[src/rtl/peripheral_uart_ahb2apb_pkg.sv]
// Purpose : shared AHB encodings, bridge state type and APB4 protection helper.
// Latency : n/a (declarations only).
// Backpressure: n/a.
// Optional feature macro: PERIPHERAL_UART_AHB2APB_APB4_EN (uses pprot_from_hprot).
package peripheral_uart_ahb2apb_pkg;

  localparam logic [1:0] HTRANS_IDLE   = 2'b00;
  localparam logic [1:0] HTRANS_BUSY   = 2'b01;
  localparam logic [1:0] HTRANS_NONSEQ = 2'b10;
  localparam logic [1:0] HTRANS_SEQ    = 2'b11;

  localparam logic [2:0] HSIZE_BYTE = 3'b000;
  localparam logic [2:0] HSIZE_HALF = 3'b001;
  localparam logic [2:0] HSIZE_WORD = 3'b010;

  localparam logic HRESP_OKAY  = 1'b0;
  localparam logic HRESP_ERROR = 1'b1;

  typedef enum logic [2:0] {
    ST_IDLE,
    ST_WDATA,
    ST_SETUP,
    ST_ACCESS,
    ST_DONE,
    ST_ERR1,
    ST_ERR2
  } state_t;

  // APB PPROT = {instruction/data, secure, privileged} from AHB HPROT[1:0].
  function automatic logic [2:0] pprot_from_hprot(input logic [1:0] hprot);
    return {~hprot[0], 1'b0, hprot[1]};
  endfunction

endpackage

[src/rtl/peripheral_uart_ahb2apb_if.sv]
// Purpose : AHB3-Lite slave side and APB master side signals of the bridge.
// Latency : n/a (wiring only).
// Backpressure: HREADYOUT (AHB) and PREADY (APB) carry the stall.
// Ports   : modport slave = bridge view, modport master = bus environment view.
// Optional feature macro: PERIPHERAL_UART_AHB2APB_APB4_EN adds PSTRB and PPROT.
interface peripheral_uart_ahb2apb_if #(
  parameter int HADDR_WIDTH    = 32,
  parameter int APB_ADDR_WIDTH = 12,
  parameter int DATA_WIDTH     = 32
);
  // AHB side
  logic                      HSEL;
  logic [HADDR_WIDTH-1:0]    HADDR;
  logic [DATA_WIDTH-1:0]     HWDATA;
  logic [DATA_WIDTH-1:0]     HRDATA;
  logic                      HWRITE;
  logic [2:0]                HSIZE;
  logic [2:0]                HBURST;
  logic [3:0]                HPROT;
  logic [1:0]                HTRANS;
  logic                      HMASTLOCK;
  logic                      HREADY;
  logic                      HREADYOUT;
  logic                      HRESP;
  // APB side
  logic [APB_ADDR_WIDTH-1:0] PADDR;
  logic [DATA_WIDTH-1:0]     PWDATA;
  logic                      PWRITE;
  logic                      PSEL;
  logic                      PENABLE;
  logic [DATA_WIDTH-1:0]     PRDATA;
  logic                      PREADY;
  logic                      PSLVERR;
`ifdef PERIPHERAL_UART_AHB2APB_APB4_EN
  logic [DATA_WIDTH/8-1:0]   PSTRB;
  logic [2:0]                PPROT;
`endif

  modport slave (
    input  HSEL, HADDR, HWDATA, HWRITE, HSIZE, HBURST, HPROT, HTRANS,
           HMASTLOCK, HREADY, PRDATA, PREADY, PSLVERR,
    output HRDATA, HREADYOUT, HRESP, PADDR, PWDATA, PWRITE, PSEL, PENABLE
`ifdef PERIPHERAL_UART_AHB2APB_APB4_EN
    , output PSTRB, PPROT
`endif
  );

  modport master (
    output HSEL, HADDR, HWDATA, HWRITE, HSIZE, HBURST, HPROT, HTRANS,
           HMASTLOCK, HREADY, PRDATA, PREADY, PSLVERR,
    input  HRDATA, HREADYOUT, HRESP, PADDR, PWDATA, PWRITE, PSEL, PENABLE
`ifdef PERIPHERAL_UART_AHB2APB_APB4_EN
    , input PSTRB, PPROT
`endif
  );

endinterface

[src/rtl/peripheral_uart_ahb2apb_lane.sv]
// Purpose : combinational byte-lane steering (write: AHB lane -> low APB lanes + strobe;
//           read: low APB lanes replicated onto every AHB lane).
// Latency : 0 cycles. Backpressure: none (pure logic).
// Ports   : i_size (HSIZE), i_addr_lo (address bits [1:0]), i_dat in, o_dat/o_strb out.
module peripheral_uart_ahb2apb_lane
  import peripheral_uart_ahb2apb_pkg::*;
#(
  parameter bit IS_WRITE = 1'b1
) (
  input  logic [2:0]  i_size,
  input  logic [1:0]  i_addr_lo,
  input  logic [31:0] i_dat,
  output logic [31:0] o_dat,
  output logic [3:0]  o_strb
);

  logic [7:0]  w_byte;
  logic [15:0] w_half;

  always_comb begin
    w_byte = i_dat[7:0];
    w_half = i_addr_lo[1] ? i_dat[31:16] : i_dat[15:0];
    case (i_addr_lo)
      2'd1:    w_byte = i_dat[15:8];
      2'd2:    w_byte = i_dat[23:16];
      2'd3:    w_byte = i_dat[31:24];
      default: w_byte = i_dat[7:0];
    endcase

    o_dat  = i_dat;
    o_strb = 4'b0000;
    if (IS_WRITE) begin
      // The UART sits on PWDATA[7:0], so narrow writes are moved down to lane 0.
      case (i_size)
        HSIZE_BYTE: begin o_dat = {24'h0, w_byte}; o_strb = 4'b0001; end
        HSIZE_HALF: begin o_dat = {16'h0, w_half}; o_strb = 4'b0011; end
        default:    o_strb = 4'b1111;
      endcase
    end else begin
      // Replicate so the master finds the data on whichever lane it addressed.
      case (i_size)
        HSIZE_BYTE: o_dat = {4{i_dat[7:0]}};
        HSIZE_HALF: o_dat = {2{i_dat[15:0]}};
        default:    o_dat = i_dat;
      endcase
    end
  end

endmodule

[src/rtl/peripheral_uart_ahb2apb.sv]
// Purpose : AHB3-Lite slave to APB master bridge in front of the UART register block.
// Latency : read ready in cycle 3, write in cycle 4 after the address phase (+1 per PREADY=0 cycle).
// Backpressure: HREADYOUT low while the APB transfer runs; PREADY low stretches ACCESS.
// Ports   : CLK, RSTN (async active-low), bus (peripheral_uart_ahb2apb_if.slave).
// Optional feature macro: PERIPHERAL_UART_AHB2APB_APB4_EN adds registered PSTRB/PPROT.
module peripheral_uart_ahb2apb
  import peripheral_uart_ahb2apb_pkg::*;
#(
  parameter int HADDR_WIDTH    = 32,
  parameter int APB_ADDR_WIDTH = 12,
  parameter int DATA_WIDTH     = 32   // only 32 is supported
) (
  input logic CLK,
  input logic RSTN,
  peripheral_uart_ahb2apb_if.slave bus
);

  state_t                    r_state;
  state_t                    w_state_nxt;
  logic [APB_ADDR_WIDTH-1:0] r_paddr;
  logic                      r_pwrite;
  logic [DATA_WIDTH-1:0]     r_pwdata;
  logic [DATA_WIDTH-1:0]     r_hrdata;
  logic [2:0]                r_size;
  logic                      w_accept;
  logic                      w_size_err;
  logic                      w_hreadyout;
  logic                      w_hresp;
  logic                      w_psel;
  logic                      w_penable;
  logic [31:0]               w_wr_dat;
  logic [31:0]               w_rd_dat;
  logic [3:0]                w_wr_strb;
  logic [3:0]                w_rd_strb;
  logic [HADDR_WIDTH-1:0]    w_haddr_unused;
  logic                      w_unused;

  // New transfers are only taken when no earlier one is outstanding.
  assign w_accept = ((r_state == ST_IDLE) || (r_state == ST_DONE)) &&
                    bus.HSEL && bus.HREADY &&
                    ((bus.HTRANS == HTRANS_NONSEQ) || (bus.HTRANS == HTRANS_SEQ));
  assign w_size_err = (bus.HSIZE > HSIZE_WORD);

  peripheral_uart_ahb2apb_lane #(.IS_WRITE(1'b1)) u_lane_wr (
    .i_size    (r_size),
    .i_addr_lo (r_paddr[1:0]),
    .i_dat     (bus.HWDATA),
    .o_dat     (w_wr_dat),
    .o_strb    (w_wr_strb)
  );

  peripheral_uart_ahb2apb_lane #(.IS_WRITE(1'b0)) u_lane_rd (
    .i_size    (r_size),
    .i_addr_lo (r_paddr[1:0]),
    .i_dat     (bus.PRDATA),
    .o_dat     (w_rd_dat),
    .o_strb    (w_rd_strb)
  );

  always_ff @(posedge CLK or negedge RSTN) begin
    if (!RSTN) r_state <= ST_IDLE;
    else       r_state <= w_state_nxt;
  end

  always_comb begin
    w_state_nxt = r_state;
    w_hreadyout = 1'b1;
    w_hresp     = HRESP_OKAY;
    w_psel      = 1'b0;
    w_penable   = 1'b0;
    case (r_state)
      ST_IDLE, ST_DONE: begin
        w_state_nxt = ST_IDLE;
        if (w_accept) begin
          if (w_size_err)      w_state_nxt = ST_ERR1;
          else if (bus.HWRITE) w_state_nxt = ST_WDATA;
          else                 w_state_nxt = ST_SETUP;
        end
      end
      ST_WDATA: begin
        w_hreadyout = 1'b0;
        w_state_nxt = ST_SETUP;
      end
      ST_SETUP: begin
        w_hreadyout = 1'b0;
        w_psel      = 1'b1;
        w_state_nxt = ST_ACCESS;
      end
      ST_ACCESS: begin
        w_hreadyout = 1'b0;
        w_psel      = 1'b1;
        w_penable   = 1'b1;
        if (bus.PREADY) w_state_nxt = bus.PSLVERR ? ST_ERR1 : ST_DONE;
      end
      ST_ERR1: begin
        w_hreadyout = 1'b0;
        w_hresp     = HRESP_ERROR;
        w_state_nxt = ST_ERR2;
      end
      ST_ERR2: begin
        // Master cancels its pipelined transfer here, so nothing is accepted.
        w_hresp     = HRESP_ERROR;
        w_state_nxt = ST_IDLE;
      end
      default: w_state_nxt = ST_IDLE;
    endcase
  end

`ifdef PERIPHERAL_UART_AHB2APB_APB4_EN
  logic [3:0] r_pstrb;
  logic [2:0] r_pprot;

  always_ff @(posedge CLK or negedge RSTN) begin
    if (!RSTN) begin
      r_pstrb <= 4'b0000;
      r_pprot <= 3'b000;
    end else begin
      if (w_accept) begin
        r_pprot <= pprot_from_hprot(bus.HPROT[1:0]);
        if (!bus.HWRITE) r_pstrb <= 4'b0000;
      end
      if (r_state == ST_WDATA) r_pstrb <= w_wr_strb;
    end
  end

  assign bus.PSTRB = r_pstrb;
  assign bus.PPROT = r_pprot;
  assign w_unused  = ^{w_haddr_unused, bus.HBURST, bus.HMASTLOCK, bus.HPROT[3:2], w_rd_strb};
`else
  assign w_unused  = ^{w_haddr_unused, bus.HBURST, bus.HMASTLOCK, bus.HPROT, w_rd_strb, w_wr_strb};
`endif

  assign w_haddr_unused = bus.HADDR;

  // APB address/control are loaded at accept so they are already valid in SETUP
  // and cannot move until the next accept, which is impossible before DONE.
  always_ff @(posedge CLK or negedge RSTN) begin
    if (!RSTN) begin
      r_paddr  <= '0;
      r_pwrite <= 1'b0;
      r_pwdata <= '0;
      r_hrdata <= '0;
      r_size   <= HSIZE_BYTE;
    end else begin
      if (w_accept) begin
        r_paddr  <= bus.HADDR[APB_ADDR_WIDTH-1:0];
        r_pwrite <= bus.HWRITE;
        r_size   <= bus.HSIZE;
        if (!bus.HWRITE) r_pwdata <= '0;
      end
      if (r_state == ST_WDATA) r_pwdata <= w_wr_dat;
      if ((r_state == ST_ACCESS) && bus.PREADY && !bus.PSLVERR && !r_pwrite)
        r_hrdata <= w_rd_dat;
    end
  end

  assign bus.PADDR     = r_paddr;
  assign bus.PWRITE    = r_pwrite;
  assign bus.PWDATA    = r_pwdata;
  assign bus.PSEL      = w_psel;
  assign bus.PENABLE   = w_penable;
  assign bus.HRDATA    = r_hrdata;
  assign bus.HREADYOUT = w_hreadyout;
  assign bus.HRESP     = w_hresp;

endmodule

[src/flat_wrapper.sv]
// flat-port wrapper written by rule: the top's interface ports become plain ports
module peripheral_uart_ahb2apb_flat import peripheral_uart_ahb2apb_pkg::*;
#(
  parameter int HADDR_WIDTH    = 32,
  parameter int APB_ADDR_WIDTH = 12,
  parameter int DATA_WIDTH     = 32                          
)
  (CLK, RSTN, bus_HSEL, bus_HADDR, bus_HWDATA, bus_HWRITE, bus_HSIZE, bus_HBURST, bus_HPROT, bus_HTRANS, bus_HMASTLOCK, bus_HREADY, bus_PRDATA, bus_PREADY, bus_PSLVERR, bus_HRDATA, bus_HREADYOUT, bus_HRESP, bus_PADDR, bus_PWDATA, bus_PWRITE, bus_PSEL, bus_PENABLE);
  peripheral_uart_ahb2apb_if #(.HADDR_WIDTH(HADDR_WIDTH), .APB_ADDR_WIDTH(APB_ADDR_WIDTH), .DATA_WIDTH(DATA_WIDTH)) bus_i ();
  input logic CLK;
  input logic RSTN;
  input wire logic [$bits(bus_i.HSEL)-1:0] bus_HSEL;
  input wire logic [$bits(bus_i.HADDR)-1:0] bus_HADDR;
  input wire logic [$bits(bus_i.HWDATA)-1:0] bus_HWDATA;
  input wire logic [$bits(bus_i.HWRITE)-1:0] bus_HWRITE;
  input wire logic [$bits(bus_i.HSIZE)-1:0] bus_HSIZE;
  input wire logic [$bits(bus_i.HBURST)-1:0] bus_HBURST;
  input wire logic [$bits(bus_i.HPROT)-1:0] bus_HPROT;
  input wire logic [$bits(bus_i.HTRANS)-1:0] bus_HTRANS;
  input wire logic [$bits(bus_i.HMASTLOCK)-1:0] bus_HMASTLOCK;
  input wire logic [$bits(bus_i.HREADY)-1:0] bus_HREADY;
  input wire logic [$bits(bus_i.PRDATA)-1:0] bus_PRDATA;
  input wire logic [$bits(bus_i.PREADY)-1:0] bus_PREADY;
  input wire logic [$bits(bus_i.PSLVERR)-1:0] bus_PSLVERR;
  output wire logic [$bits(bus_i.HRDATA)-1:0] bus_HRDATA;
  output wire logic [$bits(bus_i.HREADYOUT)-1:0] bus_HREADYOUT;
  output wire logic [$bits(bus_i.HRESP)-1:0] bus_HRESP;
  output wire logic [$bits(bus_i.PADDR)-1:0] bus_PADDR;
  output wire logic [$bits(bus_i.PWDATA)-1:0] bus_PWDATA;
  output wire logic [$bits(bus_i.PWRITE)-1:0] bus_PWRITE;
  output wire logic [$bits(bus_i.PSEL)-1:0] bus_PSEL;
  output wire logic [$bits(bus_i.PENABLE)-1:0] bus_PENABLE;
  assign bus_i.HSEL = bus_HSEL;
  assign bus_i.HADDR = bus_HADDR;
  assign bus_i.HWDATA = bus_HWDATA;
  assign bus_i.HWRITE = bus_HWRITE;
  assign bus_i.HSIZE = bus_HSIZE;
  assign bus_i.HBURST = bus_HBURST;
  assign bus_i.HPROT = bus_HPROT;
  assign bus_i.HTRANS = bus_HTRANS;
  assign bus_i.HMASTLOCK = bus_HMASTLOCK;
  assign bus_i.HREADY = bus_HREADY;
  assign bus_i.PRDATA = bus_PRDATA;
  assign bus_i.PREADY = bus_PREADY;
  assign bus_i.PSLVERR = bus_PSLVERR;
  assign bus_HRDATA = bus_i.HRDATA;
  assign bus_HREADYOUT = bus_i.HREADYOUT;
  assign bus_HRESP = bus_i.HRESP;
  assign bus_PADDR = bus_i.PADDR;
  assign bus_PWDATA = bus_i.PWDATA;
  assign bus_PWRITE = bus_i.PWRITE;
  assign bus_PSEL = bus_i.PSEL;
  assign bus_PENABLE = bus_i.PENABLE;
  peripheral_uart_ahb2apb #(.HADDR_WIDTH(HADDR_WIDTH), .APB_ADDR_WIDTH(APB_ADDR_WIDTH), .DATA_WIDTH(DATA_WIDTH)) u_core (.CLK(CLK), .RSTN(RSTN), .bus(bus_i));
endmodule
[config.mk]
export PLATFORM = sky130hd
export DESIGN_NAME = peripheral_uart_ahb2apb_flat
export DESIGN_NICKNAME = d
export VERILOG_FILES = /design/src/rtl/peripheral_uart_ahb2apb_pkg.sv /design/src/rtl/peripheral_uart_ahb2apb_if.sv /design/src/rtl/peripheral_uart_ahb2apb_lane.sv /design/src/rtl/peripheral_uart_ahb2apb.sv /design/src/flat_wrapper.sv
export SDC_FILE = /design/constraint.sdc
export NUM_CORES = 1
export LEC_CHECK = 0
export CAP_MARGIN = 40
export CORE_MARGIN = 2
export CORE_UTILIZATION = 43
export DETAILED_ROUTE_END_ITERATION = 16
export PLACE_DENSITY = 0.84
export SYNTH_ARGS = -nofsm -noshare
export SYNTH_HDL_FRONTEND = slang
export SYNTH_SLANG_ARGS = --single-unit
[constraint.sdc]
create_clock -name CLK -period 4.2 [get_ports CLK]
set_input_delay 0.42 -clock CLK [delete_from_list [all_inputs] [get_ports CLK]]
set_output_delay 0.42 -clock CLK [all_outputs]
set_load 0.05 [all_outputs]
==> summary.txt <==
Floorplanning
  – # rows: 34
  – Boundary Pins: 197
  – Initial Util: 44.4%
  – Die height: 99.1 um
  – Die width: 99.1 um
  – Core area: 0.00876 sq mm
  – Die Area: 0.00982 sq mm

Placement
  – Placed cell count: 604
  – Final RePlAce weighted congestion: 0.829
  – Post-DP Area: 0.00566 sq mm
  – Final HPWL DP: 8.24 mm
  – Buffers on Ports: 167

Detailed routing
  – Antenna Nets Post-Route: 0
  – Drt initial violations: 150
  – Vias per cell: 5.50
  – Vias: 3408
  – Detailed Routing Iterations Pass 1: 4
  – Per-cell routed wire length: 18.0 um
  – DRC: 0
  – Final wirelength: 11.2 mm

Global routing
  – Global-route wire length before repair: 17.8 mm
  – Largest net degree at the start of global routing: 57
  – Initial antenna violation count: 0
  – GRT Total Usage: 22.7%
  – Gr ovfl total: 0
  – Number of global-route vias before repair: 3474

Run
  – Max_cap viols: 0

Clock tree
  – Clock Sinks: 83
  – Longest Clk Path Bufs: 2
  – CTS buffer count: 9
  – Resized Gates After CTS: 0
  – H-tree depth: 3
  – Post-CTS Setup Bufs: 0
  – CTS tree: built
  – Clock root buffer: clkbuf_8
  – Clk_lat worst skew: 0.34 ns
  – Clock-pin slew on the worst setup and hold paths: 0.09 ns
  – Hold buffers post-CTS: 0

Worst setup path
  – Worst-path fanout max: 28
  – Slowest cell on the critical path: clkdlybuf4s50_1
  – Buf+Inv Stages, Crit Path: 1
  – Critical Path RT: 3.78 ns
  – Crit path max-delay family: buffers and inverters
  – Cells along the critical path: clkdlybuf4s50_1
  – CP Capture Type: primary output
  – CP max stage delay: 0.95 ns
  – CP Launch Type: register
  – Crit Path Class: register to primary output
  – Register-to-register setup slack: 2.05 ns
  – Critical Path AT: 2.15 ns

STA
  – Worst Tran Pin Value: 0.828 ns
  – Fmax: 389 MHz
  – Final period util: 61.2%
  – Max-slew violation count: 0
  – TNS Setup: 0 ns
  – Final setup vio count: 0
  – Skew final: 0.00912 ns
  – Crit path time final: 2.57 ns
  – Hold Vio Cnt, Final: 0
  – Unrepaired setup endpoints after global routing: false
  – Max-slew headroom: 44.8%

Layout
  – Diode count: 0
  – Cell area after layout: 0.00588 sq mm
  – Fillers: 665
  – Area growth syn-to-layout: 51.3%
  – Final design utilization: 67.1%
  – Final #Nets: 623
  – Share of layout cells above drive strength 1: 10.4%
  – Final Instance Count excl. Fillers: 620

Logic synthesis
  – Number of enable flip-flop cells after synthesis: 0
  – Ranking of synthesized cells by area: dfrtp_1 53%, mux2i_1 7.2%, mux2_2 6.4%, o21ai_0 5.7%, a22o_1 3.6%
  – Synth cell count leaders: 83 x dfrtp_1, 44 x o21ai_0, 28 x mux2i_1
  – Post-synthesis sequential area ratio: 53.4%
  – Cell with the most instances after synthesis: dfrtp_1
  – Mapped Nets: 463
  – Synth top area share: 53.4%
  – Syn Inst Count: 347
  – Number of synthesized register bits: 83
  – Avg Inst Size Synth: 11.2 sq um
  – Yosys cell types: 36
  – Largest area contributor in the netlist: dfrtp_1
  – Synth warnings: 0
  – Synthesized area: 0.00389 sq mm
  – FFs w/ async S/R, synth: 100%
  – Top FF cell, synth: dfrtp_1

Min path
  – Min-delay worst type: primary input to asynchronous set/reset pin

Power and ir drop
  – Lkg Pwr: 2.50 nW
  – Peak supply drop: 0.000484 V
  – PwrDens: 878 mW/mm^2

Run status
  – Outcome: finished clean
sequential cells by signal, indices dropped and copies added (netlist names):
register and count:
u_core.r_state 3, u_core.bus.PWDATA 32, u_core.bus.HRDATA 32, u_core.bus.PWRITE 1
u_core.bus.PADDR 12, u_core.r_size 3
per-layer routing:
| metal | vias to the layer above | global-route usage (%) | share of wire, % |
|---|---|---|---|
| li1 | 1581 | - | - |
| met1 | 1671 | 30.6 | 43 |
| met2 | 138 | 36.6 | 48 |
| met3 | 18 | 4.29 | 6.0 |
| met4 | 0 | 8.64 | 2.5 |
| met5 | - | 0 | 0 |
worst paths after layout:
check,depth (start not counted),startpoint,end
worst max-delay path,1,u_core.bus.PADDR[1],bus_PADDR[1]
worst min-delay path,1,RSTN,u_core.bus.PWDATA[30]
worst max register to register,4,u_core.r_size[1],u_core.bus.HRDATA[12]
worst min register to register,2,u_core.bus.HRDATA[11],u_core.bus.HRDATA[11]
max in group asynchronous,2,RSTN,u_core.bus.PWDATA[27]
min in group CLK,2,u_core.bus.HRDATA[11],u_core.bus.HRDATA[11]
per-stage QoR:
step                setup slack (ns)  power (mW)  hold WS, ns
finish                          1.63        5.16       0.0394
CTS                             1.62        5.18       0.0466
floorplan                       2.08        3.49        0.124
global route                    1.52        5.41       0.0634
detailed placement              1.85        4.54        0.426
global placement                1.89        4.41        0.462
where the power goes:
part           total (mW)  switching, mW  leakage, nW  internal, mW
sequential           1.42          0.270         1.04          1.15
clock               0.642          0.289        0.111         0.353
combinational        3.10           1.96         1.35          1.15
cell families after synthesis:
kind of cell / synth area share, %
AO/OA/AOI/OAI: 17.7
flip-flops: 53.4
AND/OR/NAND/NOR: 10.0
multiplexers: 15.5
buffers and inverters: 3.09
XOR/XNOR: 0.225
layout make-up:
| type | instances | area, sq um | area share (%) |
|---|---|---|---|
| clock buffers | 12 | 145 | 2.47 |
| clock inverters | 4 | 73.8 | 1.26 |
| multi-input cells | 240 | 1690 | 28.8 |
| flip-flops and latches | 83 | 2080 | 35.3 |
| well taps | 108 | 135 | 2.30 |
| repair buffers | 173 | 1760 | 29.9 |
cell usage in the layout, fill, tap and decap left out, types with 2 or more instances in the layout:
| master | n |
|---|---|
| nand2b_1 | 4 |
| a211oi_1 | 2 |
| o2bb2ai_1 | 14 |
| nor3_1 | 2 |
| o22ai_1 | 3 |
| nor2b_1 | 9 |
| mux2_4 | 2 |
| o21ai_0 | 44 |
| clkdlybuf4s50_1 | 166 |
| a31oi_1 | 4 |
| buf_16 | 2 |
| a22o_1 | 16 |
| clkbuf_8 | 10 |
| bufinv_16 | 2 |
| a21boi_0 | 5 |
| a21oi_1 | 16 |
| dfrtp_1 | 83 |
| a21o_1 | 2 |
| nand2_1 | 26 |
| buf_4 | 3 |
| and2_1 | 4 |
| o21a_1 | 2 |
| mux2i_1 | 28 |
| nor2_1 | 18 |
| mux2_2 | 22 |
| nand3b_1 | 6 |
| clkbuf_1 | 2 |
| mux4_2 | 2 |
(Power assumes the default switching activity.)
